**config.mk**
```make
export PLATFORM = sky130hd
export DESIGN_NAME = frost_share_accumulator
export DESIGN_NICKNAME = d
export VERILOG_FILES = /design/src/rtl/frost_share_accumulator.sv
export SDC_FILE = /design/constraint.sdc
export NUM_CORES = 2
export LEC_CHECK = 0
export CAP_MARGIN = 20
export CELL_PAD_IN_SITES_DETAIL_PLACEMENT = 0
export CELL_PAD_IN_SITES_GLOBAL_PLACEMENT = 1
export CORE_AREA = 4 4 500 502
export CTS_CLUSTER_SIZE = 30
export DETAILED_ROUTE_END_ITERATION = 12
export DIE_AREA = 0 0 504 506
export DONT_BUFFER_PORTS = 1
export PLACE_DENSITY_LB_ADDON = 0.3
export REMOVE_ABC_BUFFERS = 1
export SYNTH_ARGS = -nofsm -noshare
export SYNTH_HDL_FRONTEND = slang
export SYNTH_SLANG_ARGS = --single-unit
```
**constraint.sdc**
```tcl
create_clock -name clk -period 29.3 [get_ports clk]
set_input_delay 5.86 -clock clk [delete_from_list [all_inputs] [get_ports clk]]
set_output_delay 5.86 -clock clk [all_outputs]
set_load 0.005 [all_outputs]
```
**src/rtl/frost_share_accumulator.sv**
```systemverilog
// frost_share_accumulator
//   DKG share accumulator. It collects (src, dst, share) tuples from NUM_NODES
//   dealers. For each receiving node it sums the received shares modulo
//   GROUP_ORDER, which gives that node's final secret share.
//
//   Per-destination sender bitmaps record which (src, dst) pairs have arrived.
//   Duplicate pairs and out-of-range tuples are dropped and raise sticky error
//   flags. Cycles spent collecting are counted with saturation.
//
// Ports
//   clk          clock, rising edge
//   rst          synchronous active-high reset
//   start        begin a round (honoured in IDLE or DONE)
//   abort        drop the current round and return to IDLE (wins over start)
//   share_valid  tuple valid
//   share_ready  high while collecting
//   share_src    dealer id
//   share_dst    receiving node id
//   share_data   share value, expected < GROUP_ORDER
//   busy         state is COLLECT
//   done         every (src, dst) pair has been absorbed
//   keys_flat    node i key at [i*SCALAR_BITS +: SCALAR_BITS]
//   err_dup      sticky: a repeated (src, dst) pair was seen
//   err_range    sticky: id >= NUM_NODES or data >= GROUP_ORDER
//   cycle_count  cycles spent in COLLECT, saturating
module frost_share_accumulator #(
  parameter int                     NUM_NODES   = 4,
  parameter int                     SCALAR_BITS = 253,
  parameter logic [SCALAR_BITS-1:0] GROUP_ORDER =
    253'h1000000000000000000000000000000014def9dea2f79cd65812631a5cf5d3ed,
  parameter int                     CYC_W       = 16,
  localparam int                    IDW         = $clog2(NUM_NODES)
) (
  input  logic                             clk,
  input  logic                             rst,
  input  logic                             start,
  input  logic                             abort,
  input  logic                             share_valid,
  output logic                             share_ready,
  input  logic [IDW-1:0]                   share_src,
  input  logic [IDW-1:0]                   share_dst,
  input  logic [SCALAR_BITS-1:0]           share_data,
  output logic                             busy,
  output logic                             done,
  output logic [NUM_NODES*SCALAR_BITS-1:0] keys_flat,
  output logic                             err_dup,
  output logic                             err_range,
  output logic [CYC_W-1:0]                 cycle_count
);

  typedef enum logic [1:0] {
    ST_IDLE    = 2'd0,
    ST_COLLECT = 2'd1,
    ST_DONE    = 2'd2
  } state_t;

  state_t                                 state_r;
  logic                                   done_r;
  logic                                   err_dup_r;
  logic                                   err_range_r;
  logic [CYC_W-1:0]                       cycle_count_r;
  logic [SCALAR_BITS-1:0]                 acc_r [NUM_NODES];
  logic [NUM_NODES-1:0][NUM_NODES-1:0]    bitmap_r;   // [dst][src]

  logic                                   xfer_s;
  logic                                   range_bad_s;
  logic                                   dup_s;
  logic                                   accept_s;
  logic                                   all_set_s;
  logic                                   start_go_s;
  logic [SCALAR_BITS-1:0]                 acc_cur_s;
  logic [SCALAR_BITS-1:0]                 acc_new_s;
  logic [NUM_NODES-1:0][NUM_NODES-1:0]    bitmap_nxt_s;

  // The sum is formed one bit wider than the operands, so the carry is kept
  // before the conditional subtraction of the modulus.
  function automatic logic [SCALAR_BITS-1:0] mod_add(
    input logic [SCALAR_BITS-1:0] a,
    input logic [SCALAR_BITS-1:0] b
  );
    logic [SCALAR_BITS:0] sum;
    sum = {1'b0, a} + {1'b0, b};
    if (sum >= {1'b0, GROUP_ORDER}) begin
      sum = sum - {1'b0, GROUP_ORDER};
    end else begin
      sum = sum;
    end
    return sum[SCALAR_BITS-1:0];
  endfunction

  assign share_ready = (state_r == ST_COLLECT);
  assign busy        = (state_r == ST_COLLECT);
  assign done        = done_r;
  assign err_dup     = err_dup_r;
  assign err_range   = err_range_r;
  assign cycle_count = cycle_count_r;

  genvar gi;
  for (gi = 0; gi < NUM_NODES; gi++) begin : g_keys
    assign keys_flat[gi*SCALAR_BITS +: SCALAR_BITS] = acc_r[gi];
  end

  // Tuple classification and the next accumulator/bitmap values.
  // The loops select by id, so an out-of-range id never indexes past the arrays.
  always_comb begin
    xfer_s      = share_valid && (state_r == ST_COLLECT);
    range_bad_s = (int'(share_src) >= NUM_NODES) || (int'(share_dst) >= NUM_NODES) ||
                  (share_data >= GROUP_ORDER);
    dup_s       = 1'b0;
    acc_cur_s   = '0;
    for (int i = 0; i < NUM_NODES; i++) begin
      if (int'(share_dst) == i) begin
        acc_cur_s = acc_r[i];
        for (int j = 0; j < NUM_NODES; j++) begin
          if (int'(share_src) == j) begin
            dup_s = bitmap_r[i][j];
          end else begin
            dup_s = dup_s;
          end
        end
      end else begin
        acc_cur_s = acc_cur_s;
      end
    end
    accept_s     = xfer_s && !range_bad_s && !dup_s;
    acc_new_s    = mod_add(acc_cur_s, share_data);
    bitmap_nxt_s = bitmap_r;
    if (accept_s) begin
      for (int i = 0; i < NUM_NODES; i++) begin
        for (int j = 0; j < NUM_NODES; j++) begin
          if ((int'(share_dst) == i) && (int'(share_src) == j)) begin
            bitmap_nxt_s[i][j] = 1'b1;
          end else begin
            bitmap_nxt_s[i][j] = bitmap_nxt_s[i][j];
          end
        end
      end
    end else begin
      bitmap_nxt_s = bitmap_r;
    end
    all_set_s  = &bitmap_nxt_s;
    start_go_s = start && !abort && ((state_r == ST_IDLE) || (state_r == ST_DONE));
  end

  // Round control FSM with the registered done flag.
  always_ff @(posedge clk) begin
    if (rst) begin
      state_r <= ST_IDLE;
      done_r  <= 1'b0;
    end else begin
      case (state_r)
        ST_IDLE: begin
          if (!abort && start) begin
            state_r <= ST_COLLECT;
          end
          done_r <= 1'b0;
        end
        ST_COLLECT: begin
          if (abort) begin
            state_r <= ST_IDLE;
            done_r  <= 1'b0;
          end else if (accept_s && all_set_s) begin
            state_r <= ST_DONE;
            done_r  <= 1'b1;
          end
        end
        ST_DONE: begin
          if (abort) begin
            state_r <= ST_IDLE;
            done_r  <= 1'b0;
          end else if (start) begin
            state_r <= ST_COLLECT;
            done_r  <= 1'b0;
          end
        end
        default: begin
          state_r <= ST_IDLE;
          done_r  <= 1'b0;
        end
      endcase
    end
  end

  // Accumulators, bitmaps, sticky errors and the saturating cycle counter.
  // All of them are cleared on the edge that starts a round. After an abort
  // they keep their values so the dropped round can still be inspected.
  always_ff @(posedge clk) begin
    if (rst || start_go_s) begin
      for (int i = 0; i < NUM_NODES; i++) begin
        acc_r[i] <= '0;
      end
      bitmap_r      <= '0;
      err_dup_r     <= 1'b0;
      err_range_r   <= 1'b0;
      cycle_count_r <= '0;
    end else if (state_r == ST_COLLECT) begin
      if (cycle_count_r != {CYC_W{1'b1}}) begin
        cycle_count_r <= cycle_count_r + CYC_W'(1);
      end
      if (xfer_s && range_bad_s) begin
        err_range_r <= 1'b1;
      end else if (xfer_s && dup_s) begin
        err_dup_r <= 1'b1;
      end else if (accept_s) begin
        for (int i = 0; i < NUM_NODES; i++) begin
          if (int'(share_dst) == i) begin
            acc_r[i] <= acc_new_s;
          end
        end
        bitmap_r <= bitmap_nxt_s;
      end
    end
  end

endmodule

```
==> metrics.cfg <==
[outcome]
status=finished, violations left
violations=max-slew violations

[pwr]
p_switching_w=0.00241
swShare=0.441
pwr-share-clk=0.259
leakagePower_nw=29.2
irDropWorstVdd_v=0.0000523
seqPwrFrac=0.337
intPower_w=0.00305
power_density_nw_per_um2=64.7
p_comb_frac=0.404

[timing]
slew_headroom=-0.235
finalCritPeriodShare=0.638
worst_pin_slew_ns=1.85
min_period_ns=18.68
finalSetupViolCount=0
slew_viol_final=90
rsz0062_at_grt=no
hold_violations=0
fmax_mhz=53.5
finalSetupTns_ns=0
whs_ns=0.493
fin_worst_skew_ns=0.0716

[setup_path]
cp.arrival_ns=19.15
path_class=in2reg
worst_setup_path_end_kind=flop
reg2reg_to=acc_r[3][85]
path_max_fanout=108
rrSetupSlack_ns=17.28
timing.rr.start=acc_r[0][17]
ff2ff_path_depth=22
setup.worst_path.start_class=input port
worstPathRequired_ns=29.76

[die]
chipHeight_um=506
coreArea_sq_um=245000
io_pins=1295
start_util=0.311
chipWidth_um=504
rows=182
fp.dieArea_sq_um=255000

[synthesis]
ys_seq_elements=1049
synth_edf_count=1012
synth_area_per_cell_sq_um=9.36
synth_seq_area_share=0.408
async_reset_ff_frac=0
yosysTopAreaCell=edfxtp_1
syn_inst=8149
synth_most_common_cell=nor2_1
netlist_area_sq_um=76300
netlist.area_leader.share=0.398
ys_warn_count=0
synthFlopType=edfxtp_1
synthTopCellsByArea=edfxtp_1, nor2_1, mux4_2, ha_1, a21oi_1
synth_commonest_cells=nor2_1, edfxtp_1, nand2_1, a21oi_1, o21ai_0
ys_types=112

[drt]
routed_via_density=6.63
wl_per_cell_um=44.6
drc=0
drtIter0Drc=11100
vias=75900
firstDrtPassIters=6
drt-total-wl_mm=510
ant_nets=0

[grt]
grt_pass1_wl_mm=667
grt_pass1_vias=70000
track_usage=0.380
grt_overflow=0
antenna_found_initial=67
grt_max_degree=261

[clocking]
htreeDepth=3
cts_inserted_buffers=113
clockRootBuffer=clkbuf_16
clk_pin_slew_ns=0.06
cts_tree=built
clock_latency_ns=0.81
clkSinkCount=1049
cts_buffer_depth=3
cts_hold_buf=0
cts_setup_buffers=0
post_cts_resized=0

[worst_hold_path]
hold_depth=2
holdCritStartpoint=state_r[1]
min_path_type=reg2reg
holdPathEnd=state_r[1]

[placement]
gp_congestion=1.07
dp_hpwl_mm=428
port_buffers=0

[job]
drv_cap=0

[cells_and_area]
fillers=25400
regArea_sq_um=31100
multi_input_area_sq_um=43400
area_growth_pct=10.6
drive_above_1_share=0.104
nets=8572

-- final cells by class --
cell class              instances  share of cell area
repair buffers                222              0.0208
multi-input cells            6584               0.515
inverters                      83             0.00369
well taps                    3220              0.0477
diodes                         77             0.00228
clock inverters                65             0.00687
clock buffers                 138              0.0349
flip-flops and latches       1049               0.369
-- how the worst max path moves through the flow --
stage	from	endpoint	depth (start not counted)
2_1_floorplan	share_data[1]	acc_r[1][0]	12
3_3_place_gp	share_dst[0]	acc_r[2][64]	22
3_5_place_dp	share_dst[0]	acc_r[0][56]	22
4_1_cts	share_dst[0]	acc_r[3][85]	22
5_1_grt	share_dst[0]	acc_r[1][60]	26
6_report	share_dst[0]	acc_r[3][85]	26
-- routing by layer --
metal  vias to the layer above  GRT usage  part of all wire
met4                        33      0.180             0.056
li1                      30900          -                 -
met1                     38900      0.505              0.40
met5                         -          0           0.00051
met3                       854      0.130              0.12
met2                      5246      0.554              0.42
-- stage by stage --
step / cell area (sq um) / power, W / instances / setup slack (ns) / util
2_1_floorplan: 74600 / 0.00298 / 7716 / 2.26 / -
3_3_place_gp: 80300 / 0.00395 / 11100 / 10.45 / 0.327
3_5_place_dp: 80500 / 0.00395 / 11100 / 11.86 / 0.328
4_1_cts: 84000 / 0.00536 / 11300 / 12.62 / 0.343
5_1_grt: 84300 / 0.00558 / 11400 / 10.60 / 0.344
6_report: 84400 / 0.00546 / 11400 / 10.62 / 0.344
-- cell families after synthesis --
| logic type | share of synthesized area |
|---|---|
| DFF | 0.408 |
| buffers and inverters | 0.0269 |
| adders and majority gates | 0.0422 |
| xor gates and xnor gates | 0.0509 |
| muxes | 0.0787 |
| AOI/OAI and AO/OA | 0.160 |
| and+or+nand+nor | 0.233 |
-- power groups by stage --
stage	registers (W)	logic, W	clock network, W
5_1_grt	0.00184	0.00225	0.00148
2_1_floorplan	0.00184	0.00114	0
3_3_place_gp	0.00187	0.00208	0
6_report	0.00184	0.00221	0.00141
3_5_place_dp	0.00187	0.00208	0
4_1_cts	0.00184	0.00209	0.00143
-- placed cells by master, fill, tap and decap left out, types with 27 or more instances in the layout --
master / Yosys / layout
or3_1: 59 / 59
nand4_1: 330 / 330
o21a_1: 74 / 73
o21bai_1: 73 / 73
nor2_1: 1634 / 1634
and4_1: 40 / 40
nand2_1: 629 / 625
nand3_1: 169 / 169
nor2b_1: 32 / 32
and3_1: 67 / 67
a21boi_0: 31 / 31
xor2_1: 198 / 198
nor3b_1: 34 / 34
a211o_1: 27 / 27
xnor2_1: 245 / 244
or4_1: 32 / 32
buf_4: 3 / 199
diode_2: 0 / 77
o31ai_1: 56 / 54
or2_2: 64 / 64
o211ai_1: 53 / 53
ha_1: 256 / 256
a211oi_1: 64 / 60
a221oi_1: 31 / 31
nor4_1: 138 / 127
nor3_1: 252 / 250
o21ai_0: 396 / 394
a21o_1: 114 / 114
nand2b_1: 45 / 43
clkinv_1: 0 / 31
a21oi_1: 610 / 609
inv_1: 83 / 83
edfxtp_1: 1012 / 1012
nor4_2: 17 / 28
a31oi_1: 53 / 53
dfxtp_1: 37 / 37
clkbuf_16: 0 / 113
mux4_2: 258 / 258
and2_1: 61 / 61
-- critical path, cell delays in order --
cell	delay (ns)
buf_16	0.52
buf_16	0.52
buf_16	0.38
mux4_2	0.62
ha_1	0.52
a21oi_1	0.48
o21ai_0	0.45
a21oi_1	0.42
o21ai_0	0.26
a31oi_1	0.92
nand2_1	0.69
o21ai_0	0.71
buf_4	0.36
a21oi_1	0.19
xnor2_1	0.56
or3b_1	0.55
or3_1	0.56
nor3_1	0.55
nand4_1	0.19
nor3_2	0.62
o21a_4	0.50
buf_4	0.65
buf_4	0.69
nor3_1	0.14
xnor2_1	0.36
nor2_1	0.09
-- registers in the layout (all words and copies together), names as in the netlist --
signal / cells
acc_r: 1012
bitmap_r: 16
cycle_count: 16
state_r: 2
done: 1
err_dup: 1
err_range: 1
Power figures use the tool's default switching activity.
